==> config.mk <==
export PLATFORM = sky130hd
export DESIGN_NAME = ex_div
export DESIGN_NICKNAME = d
export VERILOG_FILES = /design/src/rtl/ex_div_pkg.sv /design/src/rtl/ex_div.sv
export SDC_FILE = /design/constraint.sdc
export NUM_CORES = 1
export LEC_CHECK = 0
export CORE_ASPECT_RATIO = 2
export CORE_UTILIZATION = 50
export CTS_CLUSTER_DIAMETER = 30
export DETAILED_ROUTE_END_ITERATION = 12
export HOLD_SLACK_MARGIN = 0.1
export PLACE_DENSITY = 0.8
export SYNTH_ARGS = -nofsm -noshare
export SYNTH_HDL_FRONTEND = slang
export SYNTH_SLANG_ARGS = --single-unit
==> constraint.sdc <==
create_clock -name clk -period 5.3 [get_ports clk]
set_clock_uncertainty 0.15 [all_clocks]
set_input_delay 1.59 -clock clk [delete_from_list [all_inputs] [get_ports clk]]
set_output_delay 1.59 -clock clk [all_outputs]
set_load 0.02 [all_outputs]
==> src/rtl/ex_div_pkg.sv <==
// ex_div_pkg -- shared definitions for the EX-stage divider.
//
// Holds the divide op codes recognised on ex_aluop, the divider FSM state
// encoding, ZeroWord, and small helpers for classifying ops and taking
// operand magnitudes. Imported by ex_div and by its testbench.
package ex_div_pkg;

    localparam logic [7:0]  EXE_DIV   = 8'b0001_1010;
    localparam logic [7:0]  EXE_DIVU  = 8'b0001_1011;
    localparam logic [7:0]  EXE_REM   = 8'b0001_1110;
    localparam logic [7:0]  EXE_REMU  = 8'b0001_1111;

    localparam logic [31:0] ZeroWord  = 32'h0000_0000;

    // Number of radix-2 restoring iterations for a 32-bit divide.
    localparam int          DIV_STEPS = 32;

    typedef enum logic [1:0] {
        IDLE = 2'b00,
        CALC = 2'b01,
        DONE = 2'b10
    } div_state_e;

    function automatic logic is_div_op(input logic [7:0] op);
        return (op == EXE_DIV) || (op == EXE_DIVU) ||
               (op == EXE_REM) || (op == EXE_REMU);
    endfunction

    function automatic logic is_signed_op(input logic [7:0] op);
        return (op == EXE_DIV) || (op == EXE_REM);
    endfunction

    function automatic logic is_rem_op(input logic [7:0] op);
        return (op == EXE_REM) || (op == EXE_REMU);
    endfunction

    // Two's-complement magnitude for signed ops; unsigned ops pass through.
    // 0x80000000 maps to itself, which is the correct unsigned magnitude.
    function automatic logic [31:0] magnitude(input logic [31:0] v,
                                              input logic        signed_op);
        return (signed_op && v[31]) ? (~v + 32'd1) : v;
    endfunction

endpackage

==> src/rtl/ex_div.sv <==
// ex_div -- multi-cycle 32-bit divider for the EX stage.
//
// A divide op seen in IDLE (cycle T0) captures operands, destination and op,
// and holds the pipeline through stallreq. The normal path runs 32 restoring
// iterations in CALC (T1..T32) and presents the result in DONE (T33) for one
// cycle. Divide-by-zero and signed overflow skip CALC and finish at T1.
//
// Configuration macro: DIV_EARLY_EXIT_EN -- when defined, a divide whose
// dividend magnitude is below the (non-zero) divisor magnitude also finishes
// at T1 with quotient 0 and remainder = dividend.
//
// Ports:
//   clk        system clock, rising edge
//   rst        asynchronous active-high reset
//   ex_aluop   EX-stage op code (DIV/DIVU/REM/REMU start a divide)
//   ex_reg1    dividend
//   ex_reg2    divisor
//   ex_wd      destination register address
//   ex_wreg    destination write enable
//   annul      flush; aborts any operation in progress
//   stallreq   hold IF/ID/EX pipeline registers
//   div_valid  one-cycle result strobe
//   div_wdata  quotient or remainder (0 when div_valid=0)
//   div_wd     destination address captured at start (0 when div_valid=0)
//   div_wreg   write enable captured at start (0 when div_valid=0)
module ex_div
    import ex_div_pkg::*;
(
    input  logic        clk,
    input  logic        rst,
    input  logic [7:0]  ex_aluop,
    input  logic [31:0] ex_reg1,
    input  logic [31:0] ex_reg2,
    input  logic [4:0]  ex_wd,
    input  logic        ex_wreg,
    input  logic        annul,
    output logic        stallreq,
    output logic        div_valid,
    output logic [31:0] div_wdata,
    output logic [4:0]  div_wd,
    output logic        div_wreg
);

    div_state_e  state_reg, state_next;
    logic [31:0] quo_reg;       // dividend bits shift out, quotient bits shift in
    logic [31:0] rem_reg;       // partial remainder
    logic [31:0] dsor_reg;      // divisor magnitude
    logic [4:0]  cnt_reg;
    logic        neg_q_reg;
    logic        neg_r_reg;
    logic        rem_sel_reg;
    logic [4:0]  wd_reg;
    logic        wreg_reg;

    logic        start;
    logic        signed_op;
    logic [31:0] mag1, mag2;
    logic        div_zero, signed_ovf, early, shortcut;
    logic [32:0] shifted;
    logic [31:0] diff;
    logic        fits;
    logic [31:0] rem_step, quo_step;
    logic [31:0] quo_out, rem_out;

    assign start      = ~rst & ~annul & (state_reg == IDLE) & is_div_op(ex_aluop);
    assign signed_op  = is_signed_op(ex_aluop);
    assign mag1       = magnitude(ex_reg1, signed_op);
    assign mag2       = magnitude(ex_reg2, signed_op);
    assign div_zero   = (ex_reg2 == ZeroWord);
    assign signed_ovf = signed_op && (ex_reg1 == 32'h8000_0000) && (ex_reg2 == 32'hFFFF_FFFF);

`ifdef DIV_EARLY_EXIT_EN
    assign early      = ~div_zero & (mag1 < mag2);
`else
    assign early      = 1'b0;
`endif

    // Cases whose results are known at T0 go straight to DONE.
    assign shortcut   = div_zero | signed_ovf | early;

    // One restoring step: shift the next dividend bit into the partial
    // remainder and subtract the divisor if it fits. When it fits the true
    // difference is below the divisor, so 32-bit modular subtraction suffices.
    assign shifted    = {rem_reg, quo_reg[31]};
    assign fits       = shifted >= {1'b0, dsor_reg};
    assign diff       = shifted[31:0] - dsor_reg;
    assign rem_step   = fits ? diff : shifted[31:0];
    assign quo_step   = {quo_reg[30:0], fits};

    assign quo_out    = neg_q_reg ? (~quo_reg + 32'd1) : quo_reg;
    assign rem_out    = neg_r_reg ? (~rem_reg + 32'd1) : rem_reg;

    always_ff @(posedge clk or posedge rst) begin
        if (rst) begin
            state_reg <= IDLE;
        end else begin
            state_reg <= state_next;
        end
    end

    always_comb begin
        state_next = state_reg;
        case (state_reg)
            IDLE: begin
                if (start) begin
                    state_next = shortcut ? DONE : CALC;
                end
            end
            CALC: begin
                if (cnt_reg == 5'(DIV_STEPS - 1)) begin
                    state_next = DONE;
                end
            end
            DONE:    state_next = IDLE;
            default: state_next = IDLE;
        endcase
        if (annul) begin
            state_next = IDLE;
        end
    end

    // Outputs are gated by rst as well so they drop in the same cycle reset
    // asserts, even while a start condition is present on the inputs.
    always_comb begin
        stallreq  = 1'b0;
        div_valid = 1'b0;
        div_wdata = ZeroWord;
        div_wd    = 5'd0;
        div_wreg  = 1'b0;
        if (!rst && !annul) begin
            if (start || state_reg == CALC) begin
                stallreq = 1'b1;
            end
            if (state_reg == DONE) begin
                div_valid = 1'b1;
                div_wdata = rem_sel_reg ? rem_out : quo_out;
                div_wd    = wd_reg;
                div_wreg  = wreg_reg;
            end
        end
    end

    always_ff @(posedge clk or posedge rst) begin
        if (rst) begin
            quo_reg     <= ZeroWord;
            rem_reg     <= ZeroWord;
            dsor_reg    <= ZeroWord;
            cnt_reg     <= 5'd0;
            neg_q_reg   <= 1'b0;
            neg_r_reg   <= 1'b0;
            rem_sel_reg <= 1'b0;
            wd_reg      <= 5'd0;
            wreg_reg    <= 1'b0;
        end else if (start) begin
            rem_sel_reg <= is_rem_op(ex_aluop);
            wd_reg      <= ex_wd;
            wreg_reg    <= ex_wreg;
            cnt_reg     <= 5'd0;
            dsor_reg    <= mag2;
            if (shortcut) begin
                // Final values are loaded directly; no sign correction.
                quo_reg   <= div_zero ? 32'hFFFF_FFFF :
                             (signed_ovf ? 32'h8000_0000 : ZeroWord);
                rem_reg   <= signed_ovf ? ZeroWord : ex_reg1;
                neg_q_reg <= 1'b0;
                neg_r_reg <= 1'b0;
            end else begin
                quo_reg   <= mag1;
                rem_reg   <= ZeroWord;
                neg_q_reg <= signed_op & (ex_reg1[31] ^ ex_reg2[31]);
                neg_r_reg <= signed_op & ex_reg1[31];
            end
        end else if (state_reg == CALC) begin
            quo_reg <= quo_step;
            rem_reg <= rem_step;
            cnt_reg <= cnt_reg + 5'd1;
        end
    end

endmodule
Word-level counts from Yosys, hierarchy flattened
Index checks and enable logic that the tools add are counted.
{"block": "classes", "n_addsub": 6, "multipliers": 0, "div_mod_pow": 0, "order_cmp": 1, "n_eq_ne": 11, "shifts": 0, "n_mux": 34, "n_bitwise": 13, "n_reduce_logical": 17}
{"op": "two-way mux 32 bit", "n": 17}
{"op": "adder 32 x 1 -> 32 bit, second input constant", "n": 4}
{"op": "NOT 32 bit", "n": 4}
{"op": "equality test 32 bit, second input constant", "n": 2}
{"op": "greater-or-equal comparator 33 x 32 -> 1 bit", "n": 1}
{"op": "equality test 8 x 5 -> 1 bit, second input constant", "n": 4}
{"op": "zero test 32 bit", "n": 1}
{"op": "subtractor 32 bit", "n": 1}
{"op": "two-way mux 5 bit", "n": 4}
{"op": "two-way mux 1 bit", "n": 8}
{"op": "two-way mux 2 bit", "n": 4}
{"op": "logical OR 1 bit", "n": 6}
{"op": "!= test 3 bit, second input constant", "n": 2}
{"op": "adder 5 x 1 -> 5 bit, second input constant", "n": 1}
{"op": "AND 1 bit", "n": 5}
{"op": "equality test 5 bit, second input constant", "n": 1}
{"op": "logical AND 1 bit", "n": 5}
{"op": "one-hot mux 2 bit (2 select lines)", "n": 1}
{"op": "equality test 2 x 1 -> 1 bit, second input constant", "n": 1}
{"op": "equality test 2 bit, second input constant", "n": 1}
{"op": "zero test 1 bit", "n": 2}
{"op": "zero test 2 bit", "n": 1}
{"op": "NOT 1 bit", "n": 2}
{"op": "AND reduction 2 bit", "n": 1}
{"op": "3 further kinds", "n": 3}
{"block": "totals", "register_bits": 112, "latch_bits": 0, "ramBits": 0, "romBits": 0, "inputBits": 81, "output_inout_bits": 40, "wordCells": 92, "mem_count": 0}

Logic depth before layout (Yosys ltp)
Gate-level depths: netlist of the first run.
{"block": "logic_depth", "ltp_word": 9, "ltp_mapped": 13, "ltp_nobuf": 12}

Worst setup path after synthesis of the first run
OpenSTA, ideal clock, no wires.
{"block": "synth_timing", "path_kind": "in2out", "from": "input annul", "to": "output div_wdata[13]", "arrival_time_ps": 3020, "t_required_ps": 3560, "path_slack_ps": 540, "stages": 6, "path_buffers": 1, "cell_sequence": "nor3_1 -> nand2_1 -> inv_1 -> clkbuf_1 -> o21ai_0 -> a21oi_1"}
{"block": "synth_between", "elab_chain_len": 3}
{"item": "from (decl)", "line": "ex_div.sv:36", "rtl": "input logic annul,"}
{"item": "zero test 1 bit", "line": "ex_div.sv:130", "rtl": "if (!rst && !annul) begin"}
{"item": "logical AND 1 bit", "line": "ex_div.sv:130"}
{"item": "two-way mux 32 bit", "line": "ex_div.sv:130"}
{"item": "to (decl)", "line": "ex_div.sv:39", "rtl": "output logic [31:0] div_wdata,"}
No other way between the ends.

Final worst setup path of the first run
{"block": "layout_timing", "from": "input annul", "to": "output div_wdata[6]"}
Same word-level chain as after synthesis.

==> results.toml, run 1 <==
[yosys]
synth_top_area_cell = "dfrtp_1"
ys.flop_type = "dfrtp_1"
syn_area_mm2 = 0.0101
ys_seq_elements = 112
synth_warnings = 0
synth-edff-count = 0
synth_top_cell_area_share_pct = 27.9
yosysSeqAreaShare_pct = 27.9
syn-num-nets = 1435
synth.distinct_cells = 67
synthCells = 1314
synthArstFlopShare_pct = 100
ys_top_cells_by_area = "dfrtp_1 28%, nand2_1 7.4%, xnor2_1 7.1%, xor2_1 5.7%, o21ai_0 5.5%"
yosys-top-cells-count = "198 x nand2_1, 112 x dfrtp_1, 111 x o21ai_0"
avgSynthCellArea_um2 = 7.65
synthMostInstantiatedCell = "nand2_1"

[global_routing]
antenna_found_initial = 0
grt_pass1_vias = 9949
grt_overflow = 0
grt_pass1_wl_um = 49700
grt_max_degree = 73
grt_usage_pct = 30.8

[worst_setup_path]
crit_required_ps = 3560
r2r_setup_slack_ps = 1440
crit_path_end = "div_wdata[6]"
r2r-start = "rem_reg[6]"
crit_path_start = "annul"
critical_path.max_fanout = 20
r2r_cells = 11
cp-start-kind = "primary input"
worst_setup_path_end_kind = "output pin"
crit_type = "in -> out"
r2r-end = "rem_reg[23]"
crit_arrival_ps = 3450

[routing]
drt_pass1_iterations = 5
routed_wl_um = 31100
drt-initial-drc-count = 530
via_per_inst = 6.01
dr_total_vias = 10166
drc = 0
wl_per_cell_um = 18.4
final_antenna_net_count = 0

[die]
rows = 73
start_util_pct = 50.7
dieArea_mm2 = 0.0207
core_area_mm2 = 0.0198
io_pins = 121
die_h_um = 203
die_width_um = 102

[sta]
rsz0062_at_grt = "no"
hold_violations = 0
hold_slack_ps = 328
relSlewSlack_pct = 33.7
finalSetupViolCount = 0
finalSetupTns_ps = 0
clock.fmax_mhz = 193
drv_slew = 0
final.period_utilization_pct = 97.9
post-route-min-period_ps = 5190
worst_pin_slew_ps = 994

[place]
port_buffers = 120
dp_hpwl_um = 24700
gp_congestion = 0.961
placed_area_mm2 = 0.0117

[cts]
clkSinkCount = 112
cts_buffers = 9
root_buffer = "clkbuf_16"
htree_levels = 3
cts_tree = "yes"
clk_latency_ps = 370
cts_buffer_depth = 2
path_clk_slew_ps = 70

[power_and_ir_drop]
fin_total_pwr_w = 0.00400
powerDensity_mw_per_mm2 = 330
peakVddDrop_mv = 0.166
power_leakage_nw = 5.02

[final_layout]
syn2layout_area_growth_pct = 20.5
design_area_mm2 = 0.0121
num-nets-final = 1546
antenna_cells = 0
fillCellCount = 1788
drive_above_1_share_pct = 7.07

[run]
cap_violations = 0

[min_path]
hold_class = "reg -> reg"

[status]
outcome = "finished, final reports clean"
power breakdown:
| part | internal (W) | switching (W) | total, W |
|---|---|---|---|
| Clock | 0.000404 | 0.000326 | 0.000730 |
| Combinational | 0.000848 | 0.00111 | 0.00196 |
| Sequential | 0.00103 | 0.000280 | 0.00131 |
| Total | 0.00229 | 0.00171 | 0.00400 |
cells by family (layout without fill, tap and decap cells):
family	after synthesis	count (layout)	synth area share [%]
buffers and inverters	128	243	4.95
muxes	25	25	2.49
AOI/OAI and AO/OA	393	393	24.9
and+or+nand+nor	469	469	22.0
adders and majority gates	40	40	5.05
DFF	112	112	27.9
xor gates and xnor gates	147	147	12.8
layer usage:
layer / wire, um / track usage, %
met3: 1120 / 2.75
met2: 16900 / 57.3
met4: 1930 / 19.9
met1: 11200 / 31.7
met5: 0 / 0
stage by stage:
stage               setup slack [ps]  instances  utilization, %
global placement                43.7       1676            59.2
finish                           109       1691            61.1
CTS                             5.87       1691            60.8
floorplan                        540       1314               -
detailed placement             -84.8       1676            59.2
global route                    3.24       1691            61.1
area by class of cell:
class | instances | area (um2) | area share [%]
Clock buffer | 13 | 270 | 2.23
Clock inverter | 2 | 37.5 | 0.310
Inverter | 55 | 209 | 1.72
Multi-Input combinational cell | 1074 | 6820 | 56.3
Sequential cell | 112 | 2800 | 23.1
Tap cell | 262 | 328 | 2.71
Timing Repair Buffer | 173 | 1650 | 13.6
layout by cell type (no fill, tap or decap), drive strengths merged, types with 18 or more instances in the layout:
cell / n
o31ai: 37
a31oi: 36
nand2: 199
clkdlybuf4s50: 94
xor2: 66
dfrtp: 112
ha: 39
a211oi: 45
or4: 18
nand3: 28
o21ai: 112
dlymetal6s2s: 18
mux2i: 25
a21oi: 80
xnor2: 81
buf: 53
inv: 55
nor2: 92
nand4: 18
nor3: 40
critical path: stages:
cell,delay [ps]
clkdlybuf4s50_1,430
nor3_2,200
nand2_1,120
buf_4,250
a211oi_1,190
clkdlybuf4s50_1,650
what timing repair did:
item | 4_1_cts | 5_1_grt
hold buffers | 0 | 0
buffers inserted | 0 | 0
setup endpoints to repair | 11 | 25
resized for setup | 13 | 22
pin swaps | 0 | 0
endpoints found under the hold margin | 0 | 0
how the worst min path moves through the flow:
stage,start,endpoint,slack (ps),cells after the start
2_1_floorplan,wd_reg[0],wd_reg[0],290,2
3_3_place_gp,wd_reg[2],wd_reg[2],300,2
3_5_place_dp,wd_reg[3],wd_reg[3],320,2
4_1_cts,wd_reg[2],wd_reg[2],330,2
5_1_grt,dsor_reg[22],dsor_reg[22],340,2
6_report,dsor_reg[16],dsor_reg[16],330,2
(Power assumes the default switching activity.)
==> run 2: changes to the inputs <==
--- a/config.mk
+++ b/config.mk
@@ -9,7 +9,7 @@
 export CORE_UTILIZATION = 50
 export CTS_CLUSTER_DIAMETER = 30
 export DETAILED_ROUTE_END_ITERATION = 12
-export HOLD_SLACK_MARGIN = 0.1
+export HOLD_SLACK_MARGIN = 0.06
 export PLACE_DENSITY = 0.8
 export SYNTH_ARGS = -nofsm -noshare
 export SYNTH_HDL_FRONTEND = slang
==> results of run 2 <==
No change in the layout: final DEF, timing and power equal those of run 1.
==> run 3: changes to the inputs <==
--- a/config.mk
+++ b/config.mk
@@ -9,8 +9,10 @@
 export CORE_UTILIZATION = 50
 export CTS_CLUSTER_DIAMETER = 30
 export DETAILED_ROUTE_END_ITERATION = 12
+export GPL_ROUTABILITY_DRIVEN = 0
 export HOLD_SLACK_MARGIN = 0.06
 export PLACE_DENSITY = 0.8
 export SYNTH_ARGS = -nofsm -noshare
 export SYNTH_HDL_FRONTEND = slang
 export SYNTH_SLANG_ARGS = --single-unit
+export TNS_END_PERCENT = 30
==> results.toml, run 3 (synthesized netlist as in run 1, its figures left out) <==
[status]
outcome = "finished, final reports clean"

[power_and_ir_drop]
p_clk_share_pct = 16.8
powerDensity_mw_per_mm2 = 325
combPwrFrac_pct = 49.5
seqPwrFrac_pct = 33.7
switchingPower_w = 0.00167
peakVddDrop_mv = 0.169
p_int_w = 0.00223
power_leakage_nw = 5.04
swShare_pct = 42.8

[cts]
path_clk_slew_ps = 70
root_buffer = "clkbuf_16"
cts_tree = "yes"
clk_latency_ps = 360
cts_buffer_depth = 2
htree_levels = 3
cts_hold_buf = 0
post-cts-setup-buffers = 0
cts_buffers = 9
clkSinkCount = 112

[worst_setup_path]
cp-start-kind = "primary input"
crit_required_ps = 3560
critical_path.max_fanout = 20
crit_arrival_ps = 3490
crit_type = "in -> out"
crit_path_start = "annul"
worst_setup_path_end_kind = "output pin"
r2r-start = "rem_reg[7]"

[global_routing]
grt_pass1_vias = 10205
grt_max_degree = 73
grt_usage_pct = 29.9
antenna_found_initial = 1
grt_overflow = 0
grt_pass1_wl_um = 48600

[min_path]
min-delay-start = "wd_reg[2]"
hold_class = "reg -> reg"

[die]
die_h_um = 203
io_pins = 121
start_util_pct = 50.7
die_width_um = 102
dieArea_mm2 = 0.0207
rows = 73
core_area_mm2 = 0.0198

[place]
dp_slack_ps = -8.33
dp_hpwl_um = 24200
dp.cells = 1667
placed_area_mm2 = 0.0117
port_buffers = 120

[sta]
finalWorstSetupSlack_ps = 70.1
drv_slew = 0
post-route-min-period_ps = 5230
finalSetupViolCount = 0
rsz0062_at_grt = "no"
final.period_utilization_pct = 98.7
clock.fmax_mhz = 191
relSlewSlack_pct = 28.5
worst_pin_slew_ps = 1070
hold_violations = 0

[routing]
final_antenna_net_count = 0
routed_wl_um = 30300
dr_total_vias = 10201
via_per_inst = 6.06
drc = 0
wl_per_cell_um = 18.0
drt_pass1_iterations = 8
drt-initial-drc-count = 556

[final_layout]
drive_above_1_share_pct = 6.27
multi_input_area_mm2 = 0.00682
final_cells = 1682
layout_commonest_cell = "nand2_1"
syn2layout_area_growth_pct = 19.6
final_cell_mix = "198 x nand2_1, 112 x dfrtp_1, 109 x o21ai_0"
regArea_mm2 = 0.00280
num-nets-final = 1537
fillCellCount = 1847
design_area_mm2 = 0.0120

[run]
cap_violations = 0
==> run 3: cell count changes in the layout (fill, tap and decap cells not counted), sizes merged <==
cell	change
buf	-9
dlygate4sd2	-2
clkinvlp	-1
clkdlybuf4s50	-2
diode	+1
clkdlybuf4s15	-1
dlymetal6s2s	+5
clkbuf	+1
bufinv	-1
==> run 3: power groups by stage <==
stage,registers [W],clock network [W],logic [W]
after CTS,0.00130,0.000662,0.00191
after floorplan,0.00125,0,0.00141
after global placement,0.00131,0,0.00186
after global routing,0.00134,0.000694,0.00214
final,0.00132,0.000656,0.00193
after detailed placement,0.00132,0,0.00190
==> run 3: critical path, stage by stage <==
cell	delay, ps
clkdlybuf4s50_1	440
nor3_1	260
nand2_1	120
buf_4	240
a211oi_1	190
clkdlybuf4s50_1	640
==> run 3: area by class of cell <==
class,count,area share [%]
Sequential cell,112,23.3
Timing Repair Buffer,164,13.3
Tap cell,262,2.73
Multi-Input combinational cell,1074,56.7
Clock buffer,14,2.28
Antenna cell,1,0.0208
Inverter,55,1.74
==> run 3: worst paths after layout <==
| kind | to | slack [ps] | cells past startpoint |
|---|---|---|---|
| max | div_wdata[5] | 70 | 6 |
| min | wd_reg[2] | 330 | 2 |
| max reg2reg | rem_reg[23] | 1440 | 11 |
| min reg2reg | wd_reg[2] | 330 | 2 |
| max in group asynchronous | rem_reg[2] | 2610 | 4 |
| min in group asynchronous | wd_reg[4] | 1630 | 3 |
==> run 3: what timing repair did <==
| item | CTS | global route |
|---|---|---|
| setup endpoints to repair | 8 | 26 |
| gates resized for setup | 9 | 27 |
| cloned | 0 | 0 |
==> run 3: per-layer routing <==
layer / up-vias / track usage (%) / wire length, um
met1: 4785 / 30.3 / 10700
met5: - / 0 / 0
li1: 4937 / - / -
met4: 0 / 24.0 / 2440
met3: 140 / 2.58 / 1190
met2: 339 / 54.2 / 16000
==> run 3: metrics by stage <==
| stage | hold WS [ps] | setup TNS (ps) | total power [W] | util, % |
|---|---|---|---|---|
| after global placement | 304 | 0 | 0.00316 | 58.8 |
| after detailed placement | 308 | -8.60 | 0.00322 | 58.8 |
| after floorplan | 287 | 0 | 0.00265 | - |
| final | 326 | 0 | 0.00391 | 60.7 |
| after global routing | 346 | 0 | 0.00417 | 60.7 |
| after CTS | 325 | 0 | 0.00388 | 60.3 |
